## config.mk

```make
export PLATFORM = sky130hd
export DESIGN_NAME = rv32v_ex_sequencer_flat
export DESIGN_NICKNAME = d
export VERILOG_FILES = /design/src/rtl/rv32v_seq_pkg.sv /design/src/rtl/rv32v_ex_sequencer_if.sv /design/src/rtl/rv32v_lane_mask_gen.sv /design/src/rtl/rv32v_ex_sequencer.sv /design/src/flat_wrapper.sv
export SDC_FILE = /design/constraint.sdc
export NUM_CORES = 1
export LEC_CHECK = 0
export CORE_ASPECT_RATIO = 0.9
export CORE_MARGIN = 3
export CORE_UTILIZATION = 45
export CTS_BUF_LIST = sky130_fd_sc_hd__clkbuf_4 sky130_fd_sc_hd__clkbuf_8
export DETAILED_ROUTE_END_ITERATION = 16
export HOLD_SLACK_MARGIN = 0.05
export PLACE_DENSITY = 0.87
export SLEW_MARGIN = 25
export SYNTH_ARGS = -nofsm -noshare
export SYNTH_HDL_FRONTEND = slang
export SYNTH_SLANG_ARGS = --single-unit
```

## constraint.sdc

```tcl
create_clock -name CLK -period 2.63 [get_ports CLK]
set_input_delay 0.526 -clock CLK [delete_from_list [all_inputs] [get_ports CLK]]
set_output_delay 0.526 -clock CLK [all_outputs]
set_load 0.05 [all_outputs]
```

## src/rtl/rv32v_seq_pkg.sv

```systemverilog
// rtl/rv32v_seq_pkg.sv - shared types and defaults for the rv32v execute-stage element sequencer
// Purpose: sequencer state encoding, default geometry and the element-group record.
// Ports: none (package).
package rv32v_seq_pkg;

    localparam int DEF_LANES = 2;
    localparam int DEF_VLMAX = 32;
    localparam int DEF_VL_W  = $clog2(DEF_VLMAX + 1);

    typedef enum logic [1:0] {
        IDLE  = 2'd0,
        RUN   = 2'd1,
        EMPTY = 2'd2
    } seq_state_t;

    // One element group as presented to the execute lanes (default geometry).
    typedef struct packed {
        logic [DEF_VL_W-1:0]  eidx;
        logic [DEF_LANES-1:0] mask;
        logic                 last;
        logic [4:0]           tag;
    } seq_group_t;

endpackage

```

## src/rtl/rv32v_ex_sequencer_if.sv

```systemverilog
// rtl/rv32v_ex_sequencer_if.sv - decode-side handshake and lane-side group bus of the sequencer
// Purpose: bundles the instruction handshake from decode and the element-group outputs to the lanes.
// Ports: in_valid/in_ready/in_vl/in_tag (decode -> sequencer),
//        out_valid/out_eidx/out_mask/out_last/out_tag/done (sequencer -> lanes).
//        master = decode/lanes side, slave = sequencer.
interface rv32v_ex_sequencer_if
    import rv32v_seq_pkg::*;
#(
    parameter int LANES = DEF_LANES,
    parameter int VL_W  = DEF_VL_W
) ();

    logic             in_valid;
    logic             in_ready;
    logic [VL_W-1:0]  in_vl;
    logic [4:0]       in_tag;
    logic             out_valid;
    logic [VL_W-1:0]  out_eidx;
    logic [LANES-1:0] out_mask;
    logic             out_last;
    logic [4:0]       out_tag;
    logic             done;

    modport master (
        output in_valid, in_vl, in_tag,
        input  in_ready, out_valid, out_eidx, out_mask, out_last, out_tag, done
    );

    modport slave (
        input  in_valid, in_vl, in_tag,
        output in_ready, out_valid, out_eidx, out_mask, out_last, out_tag, done
    );

endinterface

```

## src/rtl/rv32v_lane_mask_gen.sv

```systemverilog
// rtl/rv32v_lane_mask_gen.sv - lane-enable and last-group generator
// Purpose: combinational lane enables for the group starting at eidx, and last-group flag.
// Ports: eidx (in, first element of group), vl (in, element count),
//        mask (out, bit i set when eidx+i < vl), last (out, eidx+LANES >= vl).
module rv32v_lane_mask_gen #(
    parameter int LANES = 2,
    parameter int VL_W  = 6
) (
    input  logic [VL_W-1:0]  eidx,
    input  logic [VL_W-1:0]  vl,
    output logic [LANES-1:0] mask,
    output logic             last
);

    // Comparisons are done one bit wider so eidx+offset can never wrap.
    logic [VL_W:0] w_eidx_x;
    logic [VL_W:0] w_vl_x;

    assign w_eidx_x = {1'b0, eidx};
    assign w_vl_x   = {1'b0, vl};

    always_comb begin
        mask = '0;
        for (int i = 0; i < LANES; i++) begin
            mask[i] = (w_eidx_x + (VL_W+1)'(i)) < w_vl_x;
        end
    end

    assign last = (w_eidx_x + (VL_W+1)'(LANES)) >= w_vl_x;

endmodule

```

## src/rtl/rv32v_ex_sequencer.sv

```systemverilog
// rtl/rv32v_ex_sequencer.sv - vector execute-stage element sequencer
// Purpose: accepts one vector instruction, walks its vl elements LANES at a time,
//          reports busy_ex to the hazard unit and honours stall_ex / flush_ex.
// Ports: CLK, RST (sync, active-high), stall_ex, flush_ex (in), busy_ex (out),
//        bus (slave modport: decode handshake in, element groups and done out).
module rv32v_ex_sequencer
    import rv32v_seq_pkg::*;
#(
    parameter int LANES = DEF_LANES,
    parameter int VLMAX = DEF_VLMAX,
    parameter int VL_W  = $clog2(VLMAX + 1)
) (
    input  logic                  CLK,
    input  logic                  RST,
    input  logic                  stall_ex,
    input  logic                  flush_ex,
    output logic                  busy_ex,
    rv32v_ex_sequencer_if.slave   bus
);

    seq_state_t      r_state, w_state_n;
    logic [VL_W-1:0] r_vl,    w_vl_n;
    logic [VL_W-1:0] r_eidx,  w_eidx_n;
    logic [4:0]      r_tag,   w_tag_n;

    logic [LANES-1:0] w_mask;
    logic             w_last;
    logic             w_run;
    logic             w_empty;
    logic             w_idle;
    logic             w_accept;
    logic [VL_W-1:0]  w_vl_clamp;

    rv32v_lane_mask_gen #(
        .LANES (LANES),
        .VL_W  (VL_W)
    ) u_mask_gen (
        .eidx (r_eidx),
        .vl   (r_vl),
        .mask (w_mask),
        .last (w_last)
    );

    assign w_run   = (r_state == RUN);
    assign w_empty = (r_state == EMPTY);
    assign w_idle  = (r_state == IDLE);

    assign w_vl_clamp = (bus.in_vl > VL_W'(VLMAX)) ? VL_W'(VLMAX) : bus.in_vl;

    // A new instruction may enter on the final group of the current one, so
    // back-to-back instructions issue without a bubble.
    assign bus.in_ready = !RST && !flush_ex && !stall_ex && (w_idle || (w_run && w_last));
    assign w_accept     = bus.in_valid && bus.in_ready;

    assign busy_ex       = w_run && !w_last;
    assign bus.done      = !flush_ex && !stall_ex && ((w_run && w_last) || w_empty);

    // Counters keep their values after retire, so group outputs are gated by RUN.
    assign bus.out_valid = w_run;
    assign bus.out_eidx  = w_run ? r_eidx : '0;
    assign bus.out_mask  = w_run ? w_mask : '0;
    assign bus.out_last  = w_run && w_last;
    assign bus.out_tag   = w_run ? r_tag : '0;

    always_comb begin
        w_state_n = r_state;
        w_vl_n    = r_vl;
        w_eidx_n  = r_eidx;
        w_tag_n   = r_tag;
        if (flush_ex) begin
            w_state_n = IDLE;
            w_vl_n    = '0;
            w_eidx_n  = '0;
            w_tag_n   = '0;
        end else if (!stall_ex) begin
            case (r_state)
                RUN: begin
                    w_eidx_n = r_eidx + VL_W'(LANES);
                    if (w_last) begin
                        w_state_n = IDLE;
                    end
                end
                EMPTY: begin
                    w_state_n = IDLE;
                end
                default: begin
                end
            endcase
            // Accept overrides the RUN advance when it lands on the last group.
            if (w_accept) begin
                w_vl_n    = w_vl_clamp;
                w_eidx_n  = '0;
                w_tag_n   = bus.in_tag;
                w_state_n = (w_vl_clamp == '0) ? EMPTY : RUN;
            end
        end
    end

    always_ff @(posedge CLK) begin
        if (RST) begin
            r_state <= IDLE;
            r_vl    <= '0;
            r_eidx  <= '0;
            r_tag   <= '0;
        end else begin
            r_state <= w_state_n;
            r_vl    <= w_vl_n;
            r_eidx  <= w_eidx_n;
            r_tag   <= w_tag_n;
        end
    end

endmodule

```

## src/flat_wrapper.sv

```systemverilog
// flat-port wrapper written by rule: the top's interface ports become plain ports
module rv32v_ex_sequencer_flat import rv32v_seq_pkg::*;
#(
    parameter int LANES = DEF_LANES,
    parameter int VLMAX = DEF_VLMAX,
    parameter int VL_W  = $clog2(VLMAX + 1)
)
  (CLK, RST, stall_ex, flush_ex, busy_ex, bus_in_valid, bus_in_vl, bus_in_tag, bus_in_ready, bus_out_valid, bus_out_eidx, bus_out_mask, bus_out_last, bus_out_tag, bus_done);
  rv32v_ex_sequencer_if #(.LANES(LANES), .VL_W(VL_W)) bus_i ();
  input  logic CLK;
  input  logic RST;
  input  logic stall_ex;
  input  logic flush_ex;
  output logic busy_ex;
  input wire logic [$bits(bus_i.in_valid)-1:0] bus_in_valid;
  input wire logic [$bits(bus_i.in_vl)-1:0] bus_in_vl;
  input wire logic [$bits(bus_i.in_tag)-1:0] bus_in_tag;
  output wire logic [$bits(bus_i.in_ready)-1:0] bus_in_ready;
  output wire logic [$bits(bus_i.out_valid)-1:0] bus_out_valid;
  output wire logic [$bits(bus_i.out_eidx)-1:0] bus_out_eidx;
  output wire logic [$bits(bus_i.out_mask)-1:0] bus_out_mask;
  output wire logic [$bits(bus_i.out_last)-1:0] bus_out_last;
  output wire logic [$bits(bus_i.out_tag)-1:0] bus_out_tag;
  output wire logic [$bits(bus_i.done)-1:0] bus_done;
  assign bus_i.in_valid = bus_in_valid;
  assign bus_i.in_vl = bus_in_vl;
  assign bus_i.in_tag = bus_in_tag;
  assign bus_in_ready = bus_i.in_ready;
  assign bus_out_valid = bus_i.out_valid;
  assign bus_out_eidx = bus_i.out_eidx;
  assign bus_out_mask = bus_i.out_mask;
  assign bus_out_last = bus_i.out_last;
  assign bus_out_tag = bus_i.out_tag;
  assign bus_done = bus_i.done;
  rv32v_ex_sequencer #(.LANES(LANES), .VLMAX(VLMAX), .VL_W(VL_W)) u_core (.CLK(CLK), .RST(RST), .stall_ex(stall_ex), .flush_ex(flush_ex), .busy_ex(busy_ex), .bus(bus_i));
endmodule
```

==> impl_metrics.yaml <==
power:
  cellPowerDensity_nw_per_um2: 289
  p_clk_share_pct: 31.2
  p_switching_w: 0.000147
  p_int_w: 0.000409
  ir_drop_uv: 297
  swShare_pct: 26.4
  leakage_nw: 0.784
  combPwrFrac_pct: 19.2
  power.share.sequential_pct: 49.6
layout:
  final_area_um2: 1930
  syn_to_final_growth_pct: 60.3
  layout_common_cells: "18 x buf_4, 17 x nand2_1, 16 x clkdlybuf4s50_1, 15 x dfxtp_1, 11 x ha_1"
  final_common_cell: "buf_4"
  antenna_cells: 0
  drive_gt1_share_pct: 27.6
  nets: 230
logic_synthesis:
  synth.distinct_cells: 29
  synth_edf_count: 0
  ys_ff_latch: 18
  ys.flop_type: "dfxtp_1"
  netlist.area_leader.share_pct: 30.0
  syn-cell-area_um2: 1200
  ys_warn_count: 0
  async_flop_share_pct: 0
  ys_seq_area_share_pct: 30.0
  synth_nets: 185
  synth_top_area_cell: "dfxtp_1"
  synthTopCellsByArea: "dfxtp_1 30%, ha_1 15%, nand2_1 5.3%, and2_1 4.7%, a21oi_1 4.6%"
  avgSynthCellArea_um2: 7.75
  netlist_instances: 155
die:
  initial_utilization_pct: 48.3
  ios: 34
  dieArea_um2: 3330
  die_height_um: 55.0
  die_x_um: 60.5
  core-area_um2: 2490
  rows: 17
sta:
  worstMarginPinSlew_ns: 0.515
  slew_viol_final: 0
  grt_setup_unrepaired: "yes"
  period_share_pct: 111
  hold_viol_final: 0
  slew_headroom_pct: 65.8
  fin_worst_skew_ns: 0.00812
  fin_crit_ns: 2.91
  fmaxAchievable_mhz: 344
  setup_tns_ns: -0.803
  setup_violations: 5
  setup_slack_ns: -0.278
routing:
  wl_um: 3500
  drtIter0Drc: 31
  drc_errors: 0
  vias: 1254
  first_pass_iters: 4
  wl_per_cell_um: 15.4
  routed_via_density: 5.52
  ant_nets: 0
outcome:
  violations: "negative setup slack"
  status: "complete, but fails checks"
clock_tree:
  cts_buffer_depth: 2
  cts_made_buffers: 3
  ctsHoldBuffers: 0
  clk_latency_ns: 0.30
  tritoncts: "done"
  cts_max_level: 1
  cts_root_buf: "clkbuf_4"
  cts.clk_slew.worst_paths_ns: 0.11
  clock_sinks: 18
placement:
  gp_routability_congestion: 0.906
  io_buffers: 32
  pre_cts_ws_ns: -0.0198
  hpwl_um: 2490
  dpl-instance-area_um2: 1700
global_routing:
  grt_usage_pct: 21.2
  grt_max_degree: 20
  overflow: 0
  grt_pass1_vias: 1172
  antenna_found_initial: 0
  grt_pass1_wl_um: 5220
setup_path:
  r2r_cells: 10
  cp.required_ns: 2.10
  cp-startpoint: "u_core.r_eidx[2]$_SDFFE_PP0P_"
  rr_startpoint: "u_core.r_eidx[2]$_SDFFE_PP0P_"
  cp_max_fo: 3
  startpoint_type: "flip-flop"
  critical_path_class: "flip-flop to output pin"
  endpoint_kind: "output pin"
  reg2reg_to: "u_core.r_vl[0]$_SDFFE_PP0P_"
  endpoint: "bus_done"
  arrival_ns: 2.38
  r2r_slack_ns: 0.25
min_path:
  min_path_type: "flip-flop to flip-flop"
flow_run:
  cap_violations: 0
==> layout make-up <==
class                      instances  area, µm²
fill                             177        563
tap                               28       35.0
inverter                           8       32.5
clock buffer                       4       36.3
multi-input combinational        120        941
timing repair buffer              49        509
sequential                        18        372
==> worst min-delay path by stage <==
stage               slack [ns]  cells after the start                         start                      endpoint
finish                    0.47                      2   u_core.r_vl[1]$_SDFFE_PP0P_   u_core.r_vl[1]$_SDFFE_PP0P_
CTS                       0.47                      2   u_core.r_vl[1]$_SDFFE_PP0P_   u_core.r_vl[1]$_SDFFE_PP0P_
floorplan                 0.43                      2   u_core.r_vl[1]$_SDFFE_PP0P_   u_core.r_vl[1]$_SDFFE_PP0P_
detailed placement        0.46                      2   u_core.r_vl[4]$_SDFFE_PP0P_   u_core.r_vl[4]$_SDFFE_PP0P_
global placement          0.44                      2  u_core.r_tag[3]$_SDFFE_PP0P_  u_core.r_tag[3]$_SDFFE_PP0P_
global route              0.50                      2   u_core.r_vl[5]$_SDFFE_PP0P_   u_core.r_vl[5]$_SDFFE_PP0P_
==> worst max-delay path, stage by stage (launching register included) <==
cell,delay [ns]
dfxtp_4,0.39
ha_4,0.16
nand3_4,0.09
xnor2_2,0.16
ha_1,0.34
buf_6,0.14
a21oi_4,0.14
nand3_2,0.12
buf_6,0.15
a21oi_4,0.16
nor3_4,0.06
buf_12,0.17
==> sequential cells by signal, summed over array words and instances, names as in the netlist <==
name            cells
u_core.r_vl         6
u_core.r_eidx       5
u_core.r_tag        5
u_core.r_state      2
==> per-stage QoR <==
stage                     cells  util [%]  power, W  hold slack (ns)
after floorplan             155         -  0.000336            0.432
after global placement      217      68.3  0.000376            0.445
after detailed placement    217      68.3  0.000380            0.457
after CTS                   225      73.9  0.000556            0.469
after global routing        227      77.4  0.000577            0.497
final                       227      77.4  0.000556            0.467
==> synth_stat cells (2+ instances only) <==
master     count
nor3_1         5
o21ai_0        9
dfxtp_1       18
nor2_1        12
nand3_1       11
nand2b_1       2
inv_1          8
xnor2_1        5
nand2_1       17
xor2_1         2
clkbuf_1       5
a21oi_1       11
buf_2          3
or3b_1         5
and2_1         9
a2111oi_0      2
a21o_1         6
ha_1          14
==> what timing repair did <==
action                     CTS  global route
gates cloned                 0             0
setup endpoints to repair   11             6
resized for setup           22            16
pin swaps                   11            11
setup buffers                4             3
==> layer usage <==
| layer | wire length [µm] | vias up | GRT usage (%) |
|---|---|---|---|
| met1 | 1410 | 587 | 24.8 |
| li1 | - | 615 | - |
| met4 | 53 | 0 | 7.22 |
| met2 | 1840 | 46 | 38.3 |
| met5 | 0 | - | 0 |
| met3 | 203 | 6 | 5.10 |
==> cell families after synthesis <==
group / Yosys count / share of synthesized area, %
AO/OA/AOI/OAI: 32 / 16.1
XOR/XNOR: 7 / 5.10
adder cells (fa/ha/maj): 14 / 14.6
buffers and inverters: 17 / 5.94
flip-flops: 18 / 30.0
other: 1 / 0.312
AND/OR/NAND/NOR: 66 / 27.9
==> power groups by stage <==
stage               registers, W  logic [W]  clock network [W]
global placement        0.000285  0.0000916                  0
detailed placement      0.000285  0.0000948                  0
finish                  0.000276   0.000107           0.000174
CTS                     0.000278   0.000101           0.000177
floorplan               0.000284  0.0000516                  0
global route            0.000276   0.000114           0.000187
No activity file was read; power rests on OpenSTA's default activity.
